File: config.mk
export PLATFORM = sky130hd
export DESIGN_NAME = fpu_issue_ctrl
export DESIGN_NICKNAME = d
export VERILOG_FILES = /design/src/rtl/fpu_issue_ctrl.sv
export SDC_FILE = /design/constraint.sdc
export NUM_CORES = 1
export LEC_CHECK = 0
export ABC_AREA = 0
export CAP_MARGIN = 15
export CORE_ASPECT_RATIO = 1.25
export CORE_UTILIZATION = 40
export DETAILED_ROUTE_END_ITERATION = 8
export PLACE_DENSITY = 0.61
export SLEW_MARGIN = 5
export SYNTH_ARGS = -nofsm -noshare
export SYNTH_HDL_FRONTEND = slang
export SYNTH_SLANG_ARGS = --single-unit
File: constraint.sdc
create_clock -name clk -period 4.5 [get_ports clk]
set_clock_uncertainty 0.2 [all_clocks]
set_input_delay 0.45 -clock clk [delete_from_list [all_inputs] [get_ports clk]]
set_output_delay 0.45 -clock clk [all_outputs]
set_load 0.02 [all_outputs]
File: src/rtl/fpu_issue_ctrl.sv
// fpu_issue_ctrl
//   Sequential front end for a combinational single-precision FPU
//   (control=0 add, control=1 multiply). Requests are queued, issued to the
//   FPU one at a time and held for SETTLE_CYCLES. The FPU result is then
//   captured and offered downstream over a valid/ready handshake.
//
// Parameters
//   SETTLE_CYCLES  cycles fpu_* are held before fpu_result is sampled (1..15)
//   FIFO_DEPTH     request queue entries (power of two, >= 2)
//
// Ports
//   clk, rst                     clock (rising edge), async active-high reset
//   in_valid/in_ready            request handshake; in_ready = !full
//   in_a, in_b, in_ctrl          operands and opcode of a request
//   fpu_a, fpu_b, fpu_control    operands driven to the FPU
//   fpu_result                   FPU output
//   out_valid/out_ready          result handshake
//   out_result                   captured FPU result
//   busy                         FSM not idle or queue non-empty
//   op_count                     completed result handshakes, wraps at 256
//   out_flags                    {is_nan, is_inf, is_zero, sign} of out_result,
//                                present only when FPU_RESULT_FLAGS_EN is defined
//
// state  | meaning
// IDLE   | no request in flight; pops the queue head when one is available
// SETTLE | fpu_* driven, down-counter running toward terminal count 0
// HOLD   | out_result valid, waiting for out_ready
module fpu_issue_ctrl #(
   parameter int SETTLE_CYCLES = 2,
   parameter int FIFO_DEPTH    = 4
) (
   input  logic        clk,
   input  logic        rst,
   input  logic        in_valid,
   output logic        in_ready,
   input  logic [31:0] in_a,
   input  logic [31:0] in_b,
   input  logic        in_ctrl,
   output logic [31:0] fpu_a,
   output logic [31:0] fpu_b,
   output logic        fpu_control,
   input  logic [31:0] fpu_result,
   output logic        out_valid,
   input  logic        out_ready,
   output logic [31:0] out_result,
   output logic        busy,
   output logic [7:0]  op_count
`ifdef FPU_RESULT_FLAGS_EN
   ,
   output logic [3:0]  out_flags
`endif
);

   localparam int         AW          = $clog2(FIFO_DEPTH);
   localparam logic [3:0] SETTLE_LOAD = 4'(SETTLE_CYCLES - 1);

   typedef enum logic [1:0] {
      IDLE   = 2'd0,
      SETTLE = 2'd1,
      HOLD   = 2'd2
   } state_t;

   state_t      state;
   logic [3:0]  settle_cnt;

   // entry layout: {a[31:0], b[31:0], ctrl}
   logic [64:0] mem [FIFO_DEPTH];
   logic [AW:0] wr_ptr;
   logic [AW:0] rd_ptr;
   logic [64:0] head;
   logic        full;
   logic        empty;
   logic        push;
   logic        pop;

   // The extra pointer MSB separates full (wrap bits differ) from empty.
   assign empty    = (wr_ptr == rd_ptr);
   assign full     = (wr_ptr[AW] != rd_ptr[AW]) &&
                     (wr_ptr[AW-1:0] == rd_ptr[AW-1:0]);
   assign in_ready = !full;
   assign push     = in_valid && !full;
   assign head     = mem[rd_ptr[AW-1:0]];

   // Head leaves the queue when idle, or on the result handshake so the next
   // request issues back-to-back.
   assign pop  = !empty && ((state == IDLE) || ((state == HOLD) && out_ready));
   assign busy = (state != IDLE) || !empty;

   // Storage is not reset; the pointers alone define which entries are live.
   always_ff @(posedge clk) begin
      if (push) begin
         mem[wr_ptr[AW-1:0]] <= {in_a, in_b, in_ctrl};
      end
   end

   always_ff @(posedge clk or posedge rst) begin
      if (rst) begin
         wr_ptr <= '0;
         rd_ptr <= '0;
      end else begin
         if (push) begin
            wr_ptr <= wr_ptr + {{AW{1'b0}}, 1'b1};
         end
         if (pop) begin
            rd_ptr <= rd_ptr + {{AW{1'b0}}, 1'b1};
         end
      end
   end

`ifdef FPU_RESULT_FLAGS_EN
   function automatic logic [3:0] result_flags(input logic [31:0] r);
      logic exp_ones;
      logic exp_zero;
      logic man_zero;
      exp_ones = (r[30:23] == 8'hFF);
      exp_zero = (r[30:23] == 8'h00);
      man_zero = (r[22:0] == 23'd0);
      return {exp_ones && !man_zero, exp_ones && man_zero,
              exp_zero && man_zero, r[31]};
   endfunction
`endif

   always_ff @(posedge clk or posedge rst) begin
      if (rst) begin
         state       <= IDLE;
         settle_cnt  <= 4'd0;
         fpu_a       <= 32'd0;
         fpu_b       <= 32'd0;
         fpu_control <= 1'b0;
         out_valid   <= 1'b0;
         out_result  <= 32'd0;
         op_count    <= 8'd0;
`ifdef FPU_RESULT_FLAGS_EN
         out_flags   <= 4'd0;
`endif
      end else begin
         case (state)
            IDLE: begin
               if (pop) begin
                  fpu_a       <= head[64:33];
                  fpu_b       <= head[32:1];
                  fpu_control <= head[0];
                  settle_cnt  <= SETTLE_LOAD;
                  state       <= SETTLE;
               end
            end
            SETTLE: begin
               if (settle_cnt == 4'd0) begin
                  out_result <= fpu_result;
`ifdef FPU_RESULT_FLAGS_EN
                  out_flags  <= result_flags(fpu_result);
`else
                  // no result flags in this build
`endif
                  out_valid  <= 1'b1;
                  state      <= HOLD;
               end else begin
                  settle_cnt <= settle_cnt - 4'd1;
               end
            end
            HOLD: begin
               if (out_ready) begin
                  out_valid <= 1'b0;
                  op_count  <= op_count + 8'd1;
                  if (pop) begin
                     fpu_a       <= head[64:33];
                     fpu_b       <= head[32:1];
                     fpu_control <= head[0];
                     settle_cnt  <= SETTLE_LOAD;
                     state       <= SETTLE;
                  end else begin
                     state <= IDLE;
                  end
               end
            end
            default: begin
               state     <= IDLE;
               out_valid <= 1'b0;
            end
         endcase
      end
   end

endmodule
==> summary.md <==
| Metric | Value |
|---|---|
| Period utilisation layout | `0.730` |
| Part of the power in registers | `0.409` |
| RSZ-0062 raised after global routing | `no` |
| Starting Density | `0.407` |
| WL final | `27,000 um` |
| Fmax | `305 MHz` |
| GRT Total Usage | `0.154` |
| Fin crit period | `3.28 ns` |
| DRT Pass-1 Iters | `4` |
| Post-CTS resize count | `0` |
| Sw Share | `0.299` |
| First-pass GRT wire length | `41,400 um` |
| Met3 wire len | `1390 um` |
| Std cell rows | `76` |
| Via density | `4.90` |
| Commonest non-fill, non-tap cells in the layout | `260 x edfxtp_1, 208 x clkdlybuf4s50_1, 116 x dfrtp_1, 100 x mux2_2, 65 x mux4_2` |
| Worst Max-Slew Pin Slew | `1.05 ns` |
| Mean post-synth cell area | `21.6 um^2` |
| Number of global-route vias before repair | `7,092` |
| P_leak | `6.31 nW` |
| Max-slew headroom | `0.303` |
| Number of synthesized register bits | `378` |
| WL met2 | `14,100 um` |
| Share of cells above drive strength 1 | `0.258` |
| CP arrival | `2.63 ns` |
| Switching power | `0.00392 W` |
| Die width | `169 um` |
| Clock root cell | `clkbuf_16` |
| Maximum vdd drop | `0.416 mV` |
| Inst Count DP | `1,305` |
| Highest metal used | `met5` |
| CTS sink cnt | `378` |
| CTS Hold Bufs | `0` |
| M1 WL | `10,900 um` |
| Final net count | `986` |
| Postcts setup bufs | `0` |
| Skew-Pair Late Insertion Delay | `0.52 ns` |
| Largest net degree at the start of global routing | `68` |
| I/O Buffers | `208` |
| Finished Layout Cells | `1,375` |
| PwrDens | `733 nW/um^2` |
| Worst r2r path cells | `3` |
| CP endpoint | `busy` |
| RR Startpoint | `rd_ptr[0]` |
| Int Pwr | `0.00921 W` |
| Seq/Total Area, Yosys | `0.769` |
| DRC violations left | `0` |
| Netlist cell types | `30` |
| TNS Setup | `0 ns` |
| Num ports | `209` |
| Cts bufs inserted | `38` |
| Wire per inst | `19.6 um` |
| Most common cell after layout, fill and taps aside | `edfxtp_1` |
| Final Setup Violations | `0` |
| Vias | `6,739` |
| Max-cap violations | `0` |
| Worst endpoint required time | `3.85 ns` |
| Max Root-Sink Buffers | `3` |
| R2r endpoint | `mem[3][30]` |
| H-tree depth | `2` |
| RePlAce Congestion | `0.716` |
| CP Class | `register to output port` |
| Clock power frac | `0.244` |
| Antenna Nets Post-Route | `0` |
| Iteration-0 DRC Markers | `401` |
| Fin. Hold Viols | `0` |
| Crit path launch | `rd_ptr[0]` |
| Reg clk slew, reported paths | `0.06 ns` |
| CP Capture Type | `output port` |
| # diodes | `0` |
| Syn. warnings | `0` |
| TritonCTS clock tree | `built` |
| Crit-path max FO | `17` |
| Combinational share of power | `0.347` |
| Worst reg2reg setup slack | `1.51 ns` |
| Worst min path class | `primary input to async pin` |
| Initial antenna violation count | `1` |
| Total Power | `0.0131 W` |
| Cell count after synthesis | `647` |
| Post-Synthesis Cell Area | `14,000 um^2` |
| Detailed placer's ending HPWL | `16,100 um` |
| Core Footprint | `34,400 um^2` |
| Outcome | `completed` |
| Startpoint Class | `register` |
| Max-slew violation count | `0` |
| GRT overflow | `0` |
| Post-Syn Nets | `756` |
| Layout area overhead | `28.1%` |
| Die H | `211 um` |
| Area of the die | `35,700 um^2` |
==> registers in the layout, summed over array words and instances (netlist names) <==
register	count
fpu_control	1
op_count	8
rd_ptr	3
out_valid	1
fpu_a	32
mem	260
fpu_b	32
wr_ptr	3
state	2
settle_cnt	4
out_result	32
==> cells by family (layout without fill, tap and decap cells) <==
| logic type | after synthesis | after routing | share of synthesized area |
|---|---|---|---|
| AO/OA/AOI/OAI | 13 | 13 | 0.00635 |
| XOR/XNOR | 15 | 15 | 0.00939 |
| buffers and inverters | 34 | 294 | 0.0106 |
| AND/OR/NAND/NOR | 34 | 34 | 0.0126 |
| multiplexers | 165 | 165 | 0.185 |
| adder cells (fa/ha/maj) | 8 | 8 | 0.00715 |
| flip-flops | 378 | 378 | 0.769 |
==> layer usage <==
layer	GRT usage	vias up
li1	-	3017
met3	0.0305	42
met2	0.273	195
met4	0.0457	2
met1	0.189	3483
met5	0	-
==> synth_stat cells (all sizes together) <==
library cell  instances  area (um^2)
clkbuf                8         30.0
o22ai                 1         6.26
and2                  4         25.0
a21oi                 2         10.0
or3                   1         6.26
inv                   8         30.0
edfxtp              260         7810
mux2                100         1130
mux4                 65         1460
nand4                 1         6.26
o21ai                 5         25.0
a311oi                1         15.0
nand2                 7         26.3
buf                  18         87.6
nor4                  1         6.26
xor2                  7         61.3
a31oi                 1         6.26
xnor2                 8         70.1
nor2                  5         18.8
nand3                 6         30.0
dfrtp               118         2950
nor3b                 1         7.51
nand2b                3         18.8
o22a                  1         8.76
nor3                  1         5.00
nand3b                1         7.51
nor2b                 3         18.8
ha                    8          100
a22o                  2         17.5
==> worst max-delay path, stage by stage, from the launching register on <==
cell and delay (ns):
dfrtp_4 0.63, xnor2_1 0.44, nand3_1 0.16, or3_1 0.33, clkdlybuf4s50_1 0.55
==> how the worst min path moves through the flow <==
stage / start / endpoint / cells past startpoint
finish: rst / fpu_b[8] / 2
global route: rst / fpu_b[8] / 2
detailed placement: op_count[7] / op_count[7] / 1
floorplan: wr_ptr[2] / wr_ptr[2] / 1
global placement: op_count[7] / op_count[7] / 1
CTS: rst / fpu_b[8] / 2
==> per-stage QoR <==
stage	worst slack, ns	cell area [um^2]	utilization	hold slack, ns
6_report	1.22	17900	0.521	0.180
5_1_grt	1.04	17900	0.521	0.223
4_1_cts	1.17	17900	0.521	0.227
3_5_place_dp	1.42	16600	0.483	0.282
3_3_place_gp	1.44	16600	0.483	0.257
2_1_floorplan	0.721	14000	-	0.298
==> area by class of cell <==
class / instances / area, um^2
tap: 468 / 586
timing repair buffer: 216 / 2140
clock buffer: 57 / 1130
clock inverter: 13 / 161
fill: 2803 / 16500
multi-input combinational: 235 / 3110
inverter: 8 / 35.0
sequential: 378 / 10800
==> power groups by stage <==
stage | clock, W | sequential (W) | combinational, W
final | 0.00321 | 0.00537 | 0.00455
after global routing | 0.00343 | 0.00549 | 0.00489
after CTS | 0.00330 | 0.00540 | 0.00467
after detailed placement | 0 | 0.00546 | 0.00466
after global placement | 0 | 0.00543 | 0.00461
after floorplan | 0 | 0.00587 | 0.00241
No activity file was read; power rests on OpenSTA's default activity.
